$ cat config.mk
export PLATFORM = sky130hd
export DESIGN_NAME = dds_spi_rx_flat
export DESIGN_NICKNAME = d
export VERILOG_FILES = /design/src/rtl/dds_spi_rx_if.sv /design/src/rtl/dds_spi_rx.sv /design/src/flat_wrapper.sv
export SDC_FILE = /design/constraint.sdc
export NUM_CORES = 1
export LEC_CHECK = 0
export BUFFER_PORTS_ARGS = -buffer_cell sky130_fd_sc_hd__buf_2
export CAP_MARGIN = 15
export CORE_UTILIZATION = 50
export DETAILED_ROUTE_END_ITERATION = 7
export GPL_TIMING_DRIVEN = 0
export PLACE_DENSITY_LB_ADDON = 0.1
export RECOVER_POWER = 50
export REMOVE_ABC_BUFFERS = 1
export SYNTH_ARGS = -nofsm -noshare
export SYNTH_HDL_FRONTEND = slang
export SYNTH_SLANG_ARGS = --single-unit
$ cat constraint.sdc
create_clock -name clk -period 2.48 [get_ports clk]
set_input_delay 0.124 -clock clk [delete_from_list [all_inputs] [get_ports clk]]
set_output_delay 0.124 -clock clk [all_outputs]
set_load 0.03 [all_outputs]
$ cat src/rtl/dds_spi_rx_if.sv
// Serial pins of the 3-wire DDS link (FSYNC/SCLK/SDATA).
// The transmitter drives them; the receive endpoint only observes them.
interface dds_spi_rx_if;
    logic FSYNC;
    logic SCLK;
    logic SDATA;

    modport master (output FSYNC, output SCLK, output SDATA);
    modport slave  (input  FSYNC, input  SCLK, input  SDATA);
endinterface

$ cat src/rtl/dds_spi_rx.sv
// Synchronous-sampling SPI slave for the DDS link: deserialises 16-bit words into an AD9833-style register file.
// Optional partial-frame error pulse is enabled by defining DDS_SPI_RX_FRAME_ERR_EN.
module dds_spi_rx #(
    parameter int SYNC_STAGES = 2
) (
    input  logic              clk,
    input  logic              rst_n,
    dds_spi_rx_if.slave       spi,
    output logic [15:0]       word,
    output logic              word_valid,
    output logic              frame_err,
    output logic [13:0]       ctrl,
    output logic [27:0]       freq0,
    output logic [27:0]       freq1,
    output logic [11:0]       phase0,
    output logic [11:0]       phase1
);

    typedef enum logic [1:0] {IDLE, SHIFT, HOLD} state_t;

    logic [SYNC_STAGES-1:0] fsync_sync, sclk_sync, sdata_sync;
    logic fsync_hist, sclk_hist;
    logic fsync_cur, sclk_cur, sdata_cur;
    logic sclk_fall, fsync_fall, fsync_rise, sdata_q;

    assign fsync_cur = fsync_sync[SYNC_STAGES-1];
    assign sclk_cur  = sclk_sync[SYNC_STAGES-1];
    assign sdata_cur = sdata_sync[SYNC_STAGES-1];

    // FSYNC resets low so a frame already running at reset release never looks like a fresh FSYNC fall.
    always_ff @(posedge clk or negedge rst_n) begin
        if (!rst_n) begin
            fsync_sync <= '0;
            sclk_sync  <= '1;
            sdata_sync <= '0;
            fsync_hist <= 1'b0;
            sclk_hist  <= 1'b1;
            sclk_fall  <= 1'b0;
            fsync_fall <= 1'b0;
            fsync_rise <= 1'b0;
            sdata_q    <= 1'b0;
        end else begin
            // NOTE: non-blocking assignments let every flop sample the pre-edge value, so the chain shifts one stage per clock.
            fsync_sync <= {fsync_sync[SYNC_STAGES-2:0], spi.FSYNC};
            sclk_sync  <= {sclk_sync[SYNC_STAGES-2:0], spi.SCLK};
            sdata_sync <= {sdata_sync[SYNC_STAGES-2:0], spi.SDATA};
            fsync_hist <= fsync_cur;
            sclk_hist  <= sclk_cur;
            sclk_fall  <= sclk_hist & ~sclk_cur & ~fsync_hist;
            fsync_fall <= fsync_hist & ~fsync_cur;
            fsync_rise <= ~fsync_hist & fsync_cur;
            sdata_q    <= sdata_cur;
        end
    end

    state_t      state_q, state_d;
    logic [4:0]  count_q, count_d;
    logic [15:0] shreg_q, shreg_d;
    logic        load;
    logic        pend_q, pend_d, pend_sel_q, pend_sel_d;
    logic [13:0] pend_lsb_q, pend_lsb_d;
    logic [13:0] ctrl_d;
    logic [27:0] freq0_d, freq1_d, fcur, fnew;
    logic [11:0] phase0_d, phase1_d;
`ifdef DDS_SPI_RX_FRAME_ERR_EN
    logic        err_d;
`endif

    always_comb begin
        // NOTE: every variable gets a default first so no path leaves one unassigned and infers a latch.
        state_d = state_q;
        count_d = count_q;
        shreg_d = shreg_q;
        load    = 1'b0;
`ifdef DDS_SPI_RX_FRAME_ERR_EN
        err_d   = 1'b0;
`endif
        unique case (state_q)
            IDLE: begin
                if (fsync_fall) begin
                    state_d = SHIFT;
                    count_d = 5'd0;
                end
            end
            SHIFT: begin
                if (sclk_fall) begin
                    shreg_d = {shreg_q[14:0], sdata_q};
                    count_d = (count_q == 5'd16) ? count_q : count_q + 5'd1;
                end
                if (count_d == 5'd16) begin
                    load    = 1'b1;
                    state_d = fsync_rise ? IDLE : HOLD;
                end else if (fsync_rise) begin
                    state_d = IDLE;
`ifdef DDS_SPI_RX_FRAME_ERR_EN
                    err_d   = (count_d != 5'd0);
`endif
                end
            end
            HOLD: begin
                if (fsync_rise) state_d = IDLE;
            end
            default: state_d = IDLE;
        endcase
    end

    // Register-file decode of the word completing this cycle.
    always_comb begin
        ctrl_d     = ctrl;
        freq0_d    = freq0;
        freq1_d    = freq1;
        phase0_d   = phase0;
        phase1_d   = phase1;
        pend_d     = pend_q;
        pend_sel_d = pend_sel_q;
        pend_lsb_d = pend_lsb_q;
        fcur       = shreg_d[15] ? freq1 : freq0;
        fnew       = fcur;
        if (load) begin
            unique case (shreg_d[15:14])
                2'b00: begin
                    ctrl_d = shreg_d[13:0];
                    pend_d = 1'b0;
                end
                2'b11: begin
                    if (shreg_d[13]) phase1_d = shreg_d[11:0];
                    else             phase0_d = shreg_d[11:0];
                end
                default: begin
                    if (ctrl[13]) begin
                        if (pend_q && (pend_sel_q == shreg_d[15])) begin
                            fnew   = {shreg_d[13:0], pend_lsb_q};
                            pend_d = 1'b0;
                        end else begin
                            pend_d     = 1'b1;
                            pend_sel_d = shreg_d[15];
                            pend_lsb_d = shreg_d[13:0];
                        end
                    end else if (ctrl[12]) begin
                        fnew = {shreg_d[13:0], fcur[13:0]};
                    end else begin
                        fnew = {fcur[27:14], shreg_d[13:0]};
                    end
                    if (shreg_d[15]) freq1_d = fnew;
                    else             freq0_d = fnew;
                end
            endcase
        end
    end

    always_ff @(posedge clk or negedge rst_n) begin
        if (!rst_n) begin
            state_q    <= IDLE;
            count_q    <= '0;
            shreg_q    <= '0;
            pend_q     <= 1'b0;
            pend_sel_q <= 1'b0;
            pend_lsb_q <= '0;
            word       <= '0;
            word_valid <= 1'b0;
            ctrl       <= '0;
            freq0      <= '0;
            freq1      <= '0;
            phase0     <= '0;
            phase1     <= '0;
        end else begin
            state_q    <= state_d;
            count_q    <= count_d;
            shreg_q    <= shreg_d;
            pend_q     <= pend_d;
            pend_sel_q <= pend_sel_d;
            pend_lsb_q <= pend_lsb_d;
            word_valid <= load;
            if (load) word <= shreg_d;
            ctrl       <= ctrl_d;
            freq0      <= freq0_d;
            freq1      <= freq1_d;
            phase0     <= phase0_d;
            phase1     <= phase1_d;
        end
    end

`ifdef DDS_SPI_RX_FRAME_ERR_EN
    always_ff @(posedge clk or negedge rst_n) begin
        if (!rst_n) frame_err <= 1'b0;
        else        frame_err <= err_d;
    end
`else
    assign frame_err = 1'b0;
`endif

endmodule

$ cat src/flat_wrapper.sv
// flat-port wrapper written by rule: the top's interface ports become plain ports
module dds_spi_rx_flat 
#(
    parameter int SYNC_STAGES = 2
)
  (clk, rst_n, word, word_valid, frame_err, ctrl, freq0, freq1, phase0, phase1, spi_FSYNC, spi_SCLK, spi_SDATA);
  dds_spi_rx_if spi_i ();
  input  logic clk;
  input  logic rst_n;
  output logic [15:0] word;
  output logic word_valid;
  output logic frame_err;
  output logic [13:0] ctrl;
  output logic [27:0] freq0;
  output logic [27:0] freq1;
  output logic [11:0] phase0;
  output logic [11:0] phase1;
  input wire logic [$bits(spi_i.FSYNC)-1:0] spi_FSYNC;
  input wire logic [$bits(spi_i.SCLK)-1:0] spi_SCLK;
  input wire logic [$bits(spi_i.SDATA)-1:0] spi_SDATA;
  assign spi_i.FSYNC = spi_FSYNC;
  assign spi_i.SCLK = spi_SCLK;
  assign spi_i.SDATA = spi_SDATA;
  dds_spi_rx #(.SYNC_STAGES(SYNC_STAGES)) u_core (.clk(clk), .rst_n(rst_n), .spi(spi_i), .word(word), .word_valid(word_valid), .frame_err(frame_err), .ctrl(ctrl), .freq0(freq0), .freq1(freq1), .phase0(phase0), .phase1(phase1));
endmodule
==> results by group, run 1 <==
Floorplanning
  – Die area: 0.01461 sq mm
  – # rows: 43
  – Horiz. Die Dim: 120.9 microns
  – Initial Util: 51.11%
  – I/O Pins: 117
  – Die height: 120.9 microns
  – Core area: 0.01383 sq mm

Min path
  – HP Class: input port to flip-flop

Worst setup path
  – Setup crit end kind: flip-flop
  – Worst endpoint required time: 2.79 ns
  – Crit path max fanout: 6
  – Crit path kind: flip-flop to flip-flop
  – Startpoint types: flip-flop
  – WP data arrival: 2.88 ns

Synthesis
  – Syn. warnings: 0
  – Synth Instances: 519
  – Top-area cell type share of the netlist area: 56.30%
  – Netlist cell types: 53
  – Post-synth EDFFs: 0
  – Top_reg_cell synth: dfrtp_1
  – Register bit total from synthesis: 162
  – Ys async rst share: 100.0%
  – Mapped cell area: 0.007067 sq mm
  – Post-synthesis sequential area ratio: 57.42%
  – Synth area leader: dfrtp_1
  – Syn_area_per_cell: 13.62 sq um
  – Ranking of synthesized cells by area: dfrtp_1 (56%), mux2_2 (17%), mux2_4 (3.6%)

Route
  – WL final: 17.45 mm
  – TritonRoute pass-1 iters: 4
  – Wirelength per Cell: 20.29 microns
  – Via count: 4872
  – Final antenna-violating net count: 0
  – # DRC: 0
  – Vias/cell: 5.665
  – Iter 0 DRT Violations: 333

Power and ir drop
  – Flop pwr share: 45.6%
  – Sw Share: 23.66%
  – P_sw: 1.418 mW
  – Comb pwr share: 7.4%
  – Cell area power density: 657.5 mW/mm^2
  – Cell Int Power: 4.577 mW
  – VDD IR max: 0.0004188 V
  – Clock power frac: 46.9%
  – Static Leak: 4.298 nW

Timing
  – Slew @ Worst Pin: 1.510 ns
  – Final Hold Vio Count: 0
  – Final number of max-transition violations: 58
  – Final setup TNS: -3.139 ns
  – Period minus WS final: 2.570 ns
  – Final worst path period share: 103.6%
  – Hold Slack: 0.3462 ns
  – RSZ-0062 raised after global routing: true
  – PnR worst setup slack: -0.09020 ns
  – Max_slew headroom: -0.6423%
  – Post-Route Skew: 0.008074 ns
  – F_max: 0.3891 GHz
  – Final setup viols: 87

Run
  – Max-Cap Viols: 1

Clock tree
  – CTS sink cnt: 162
  – Worst-Skew Late Latency: 0.42 ns
  – CTS HTree Levels: 4
  – CTS root buf: clkbuf_16
  – CTS clk-pin slew, worst paths: 0.06 ns
  – Maximum clock path buffer count: 2
  – TritonCTS clock tree: built
  – CTS Buf Count: 17

GRT
  – Initial antenna violation count: 0
  – First-pass GRT wire length: 27.45 mm
  – Overflow after GRT: 0
  – Global Route Usage Sum: 25.11%
  – Largest net degree at the start of global routing: 106
  – Vias in the first global route: 4973

Final layout
  – Fill cells: 1048
  – Finished Layout Cells: 860
  – Most frequent cells in the layout: dfrtp_1 (153), clkbuf_1 (98), mux2_4 (75)
  – Area growth, synth to finish: 29.04%
  – Commonest non-fill, non-tap cell in the layout: dfrtp_1
  – Final layout net count: 677
  – Layout cell share with drive strength beyond 1: 37.50%
  – Antenna Cells: 0

Status
  – Outcome: finished with violations
  – Failing checks: capacitance limit, slew limit, setup timing

Place
  – RePlAce Congestion: 0.8385
  – Cells after DPL: 788
  – Port Buffer Count: 115
  – Final HPWL DP: 9.995 mm
[layout make-up]
| class | instances | area [sq um] | area share (%) |
|---|---|---|---|
| inverter | 7 | 33.78 | 0.3705 |
| clock buffer | 18 | 439.2 | 4.816 |
| sequential | 162 | 4065 | 44.58 |
| clock inverter | 14 | 203.9 | 2.237 |
| tap | 180 | 225.2 | 2.470 |
| multi-input combinational | 324 | 3196 | 35.04 |
| timing repair buffer | 155 | 955.9 | 10.48 |
[registers in the layout, summed over array words and instances (netlist names), 2 cells and up]
| signal | flops |
|---|---|
| u_core.count_q | 5 |
| u_core.ctrl | 14 |
| u_core.freq0 | 28 |
| u_core.freq1 | 28 |
| u_core.fsync_sync | 2 |
| u_core.pend_lsb_q | 14 |
| u_core.phase0 | 12 |
| u_core.phase1 | 12 |
| u_core.sclk_sync | 2 |
| u_core.sdata_sync | 2 |
| u_core.shreg_q | 16 |
| u_core.state_q | 2 |
| u_core.word | 16 |
[layer usage]
| layer | wire (microns) | vias to the layer above | track usage (%) |
|---|---|---|---|
| li1 | - | 2211 | - |
| met5 | 0 | - | 0 |
| met3 | 822 | 16 | 6.203 |
| met1 | 7552 | 2521 | 33.46 |
| met2 | 8811 | 124 | 39.68 |
| met4 | 267 | 0 | 9.568 |
[power groups by stage]
stage / Clock, mW / Sequential, mW / Combinational (mW)
after floorplan: 0 / 2.78 / 0.216
after global placement: 0 / 2.79 / 0.335
after detailed placement: 0 / 2.79 / 0.350
after CTS: 2.85 / 2.74 / 0.432
after global routing: 2.96 / 2.74 / 0.498
final: 2.81 / 2.74 / 0.446
[cells in the mapped netlist (all sizes together) (2+ instances only)]
cell type,count
o21ai,9
nor3,6
and2,3
a21oi,6
or2,3
ha,5
and3,2
clkbuf,8
o22a,15
buf,23
mux2i,16
o22ai,28
nor2,37
a31oi,15
inv,7
dfrtp,159
or3,2
nand3,6
mux2,126
nand3b,4
nand2b,2
nand4,2
nand2,12
a22oi,2
dfstp,3
nor2b,3
o31ai,2
[worst paths after layout]
kind                                            from                    to  slack (ns)  depth (start not counted)
worst min-delay path                        spi_SCLK   u_core.sclk_sync[0]        0.35                          2
worst max-delay path               u_core.count_q[1]      u_core.phase0[6]       -0.09                          8
worst max register to register     u_core.count_q[1]      u_core.phase0[6]       -0.09                          8
min in group asynchronous                      rst_n     u_core.count_q[1]        0.61                          2
worst min register to register  u_core.fsync_sync[0]  u_core.fsync_sync[1]        0.35                          0
max in group asynchronous                      rst_n       u_core.freq0[5]        0.71                          3
[repair_timing]
action / CTS / global route
hold buffers: 4 / 0
buffers inserted: 25 / 7
gates cloned: 5 / 2
endpoints found under the setup margin: 127 / 118
hold endpoints to repair: 57 / 0
gates resized for setup: 73 / 41
pin swaps: 14 / 6
[metrics by stage]
step | power (mW) | setup WS, ns | util, % | cell area (sq um)
3_5_place_dp | 3.142 | -1.355 | 56.35 | 7791
3_3_place_gp | 3.123 | -1.549 | 55.45 | 7667
2_1_floorplan | 2.995 | -0.5464 | - | 6867
4_1_cts | 6.017 | -0.1112 | 65.13 | 9006
5_1_grt | 6.196 | -0.1472 | 65.95 | 9119
6_report | 5.995 | -0.09020 | 65.95 | 9119
[critical path: stages, from the launching register on]
cell and delay [ns]:
dfrtp_2 0.42, inv_2 0.07, ha_4 0.20, mux2_4 0.27, o32ai_4 0.33, nand3_4 0.15, buf_6 0.15, or4_4 0.52
mux2_4 0.33
[cells by family (layout without fill, tap and decap cells)]
group | Yosys count | in the layout | synth area share [%]
AND/OR/NAND/NOR | 87 | 91 | 6.693
buffers and inverters | 38 | 194 | 3.275
AO/OA/AOI/OAI | 83 | 84 | 8.127
flip-flops | 162 | 162 | 57.42
multiplexers | 142 | 142 | 23.42
other | 1 | 1 | 0.05307
XOR/XNOR | 1 | 1 | 0.1240
adder cells (fa/ha/maj) | 5 | 5 | 0.8853
Power figures use the tool's default switching activity.
==> inputs of run 2 (changes only) <==
clock period = 2.09 ns   (was 2.48 ns; I/O delays follow)
==> results by group, run 2 (synthesized netlist as in run 1, its figures left out) <==
Route
  – Via count: 4864
  – Vias/cell: 5.630
  – Final antenna-violating net count: 0
  – Wirelength per Cell: 20.42 microns
  – # DRC: 0
  – Iter 0 DRT Violations: 323
  – TritonRoute pass-1 iters: 4
  – WL final: 17.64 mm

Worst setup path
  – Crit path max fanout: 6
  – Reg2Reg Capture Point: u_core.phase0[8]
  – Reg2reg start: u_core.count_q[1]
  – Setup crit end kind: flip-flop
  – Startpoint types: flip-flop
  – Worst endpoint required time: 2.40 ns
  – R2R setup slack: -0.53 ns
  – WP data arrival: 2.93 ns
  – Worst r2r path cells: 8
  – CP Launch Point: u_core.count_q[1]
  – Crit path kind: flip-flop to flip-flop

Run
  – Max-Cap Viols: 1

Power and ir drop
  – P_sw: 1.695 mW
  – Cell Int Power: 5.447 mW
  – Overall power: 7.142 mW
  – Clock power frac: 46.6%
  – VDD IR max: 0.0004832 V
  – Comb pwr share: 7.9%
  – Flop pwr share: 45.5%
  – Cell area power density: 772.9 mW/mm^2
  – Static Leak: 4.389 nW
  – Sw Share: 23.73%

Timing
  – Slew @ Worst Pin: 1.511 ns
  – Final setup TNS: -50.59 ns
  – Final worst path period share: 125.3%
  – RSZ-0062 raised after global routing: true
  – Final setup viols: 127
  – PnR worst setup slack: -0.5294 ns
  – Post-Route Skew: 0.01055 ns
  – Max_slew headroom: -0.7067%
  – Final Hold Vio Count: 0
  – Final number of max-transition violations: 58
  – F_max: 0.3818 GHz
  – Period minus WS final: 2.619 ns

Final layout
  – Area growth, synth to finish: 30.75%
  – Fill cells: 1017
  – Commonest non-fill, non-tap cell in the layout: dfrtp_1
  – Most frequent cells in the layout: dfrtp_1 (152), mux2_4 (86), clkbuf_1 (84)
  – Final layout net count: 681
  – Antenna Cells: 0
  – Layout cell share with drive strength beyond 1: 40.94%
  – Largest regs: u_core.freq0 (28), u_core.freq1 (28)
  – Post-route cell area: 0.009240 sq mm

Status
  – Failing checks: capacitance limit, slew limit, setup timing
  – Outcome: finished with violations

Clock tree
  – CTS HTree Levels: 4
  – CTS root buf: clkbuf_16
  – CTS clk-pin slew, worst paths: 0.06 ns
  – CTS Buf Count: 17
  – CTS sink cnt: 162
  – TritonCTS clock tree: built
  – Worst-Skew Late Latency: 0.42 ns
  – Maximum clock path buffer count: 2

Floorplanning
  – Die height: 120.9 microns
  – Core area: 0.01383 sq mm
  – Initial Util: 51.11%
  – Die area: 0.01461 sq mm
  – I/O Pins: 117
  – Horiz. Die Dim: 120.9 microns
  – # rows: 43

Min path
  – HP Class: input port to flip-flop
  – Cell depth of the worst hold path: 2
  – Worst Hold Launch: spi_SCLK
  – Hold EP: u_core.sclk_sync[0]

Place
  – Port Buffer Count: 115
  – Area of placed instances: 0.007791 sq mm
  – Pre-CTS setup slack: -1.745 ns
  – Final HPWL DP: 9.995 mm
  – RePlAce Congestion: 0.8385

GRT
  – Largest net degree at the start of global routing: 106
  – Overflow after GRT: 0
  – Vias in the first global route: 5006
  – Global Route Usage Sum: 25.60%
  – Initial antenna violation count: 0
  – First-pass GRT wire length: 27.97 mm
run 2: critical path, stage by stage, from the launching register on:
cell,delay (ns)
dfrtp_2,0.42
inv_2,0.08
ha_4,0.20
mux2_4,0.27
o32ai_4,0.35
nand3_4,0.18
buf_6,0.17
or4_4,0.52
mux2_4,0.33
run 2: worst max path at each step:
stage / cells after the start / end
5_1_grt: 8 / u_core.phase0[8]
2_1_floorplan: 8 / u_core.ctrl[0]
3_5_place_dp: 8 / u_core.ctrl[6]
6_report: 8 / u_core.phase0[8]
3_3_place_gp: 6 / u_core.freq1[7]
4_1_cts: 9 / u_core.phase1[2]
run 2: area by class of cell:
class | count | area (sq um) | share of cell area, %
flip-flops and latches | 162 | 4066 | 44.01
clock buffers | 18 | 439.2 | 4.753
well taps | 180 | 225.2 | 2.437
repair buffers | 159 | 1021 | 11.05
inverters | 7 | 33.78 | 0.3656
clock inverters | 14 | 203.9 | 2.207
multi-input cells | 324 | 3251 | 35.18
run 2: what timing repair did:
action                                  in CTS  in global routing
pin swaps                                   16                  6
gates cloned                                 7                  0
hold endpoints to repair                    57                  0
hold buffers                                 4                  0
buffers inserted                            26                  8
resized for setup                          103                 37
endpoints found under the setup margin     128                128
run 2: metal layers:
layer	share of wire, %	track usage (%)
met4	1.4	8.488
met1	44	34.42
met2	50	40.61
met5	0	0
met3	4.4	6.438
run 2: power groups by stage:
stage | Sequential (mW) | Combinational [mW] | Clock, mW
floorplan | 3.30 | 0.256 | 0
global route | 3.25 | 0.621 | 3.51
finish | 3.25 | 0.563 | 3.33
detailed placement | 3.31 | 0.416 | 0
CTS | 3.25 | 0.520 | 3.38
global placement | 3.31 | 0.397 | 0
run 2: through the flow:
stage	cells	utilization, %	hold WS, ns
6_report	864	66.83	0.3297
5_1_grt	864	66.83	0.3239
4_1_cts	857	66.33	0.2273
3_5_place_dp	788	56.35	0.1085
3_3_place_gp	783	55.45	0.2129
2_1_floorplan	488	-	-0.1911
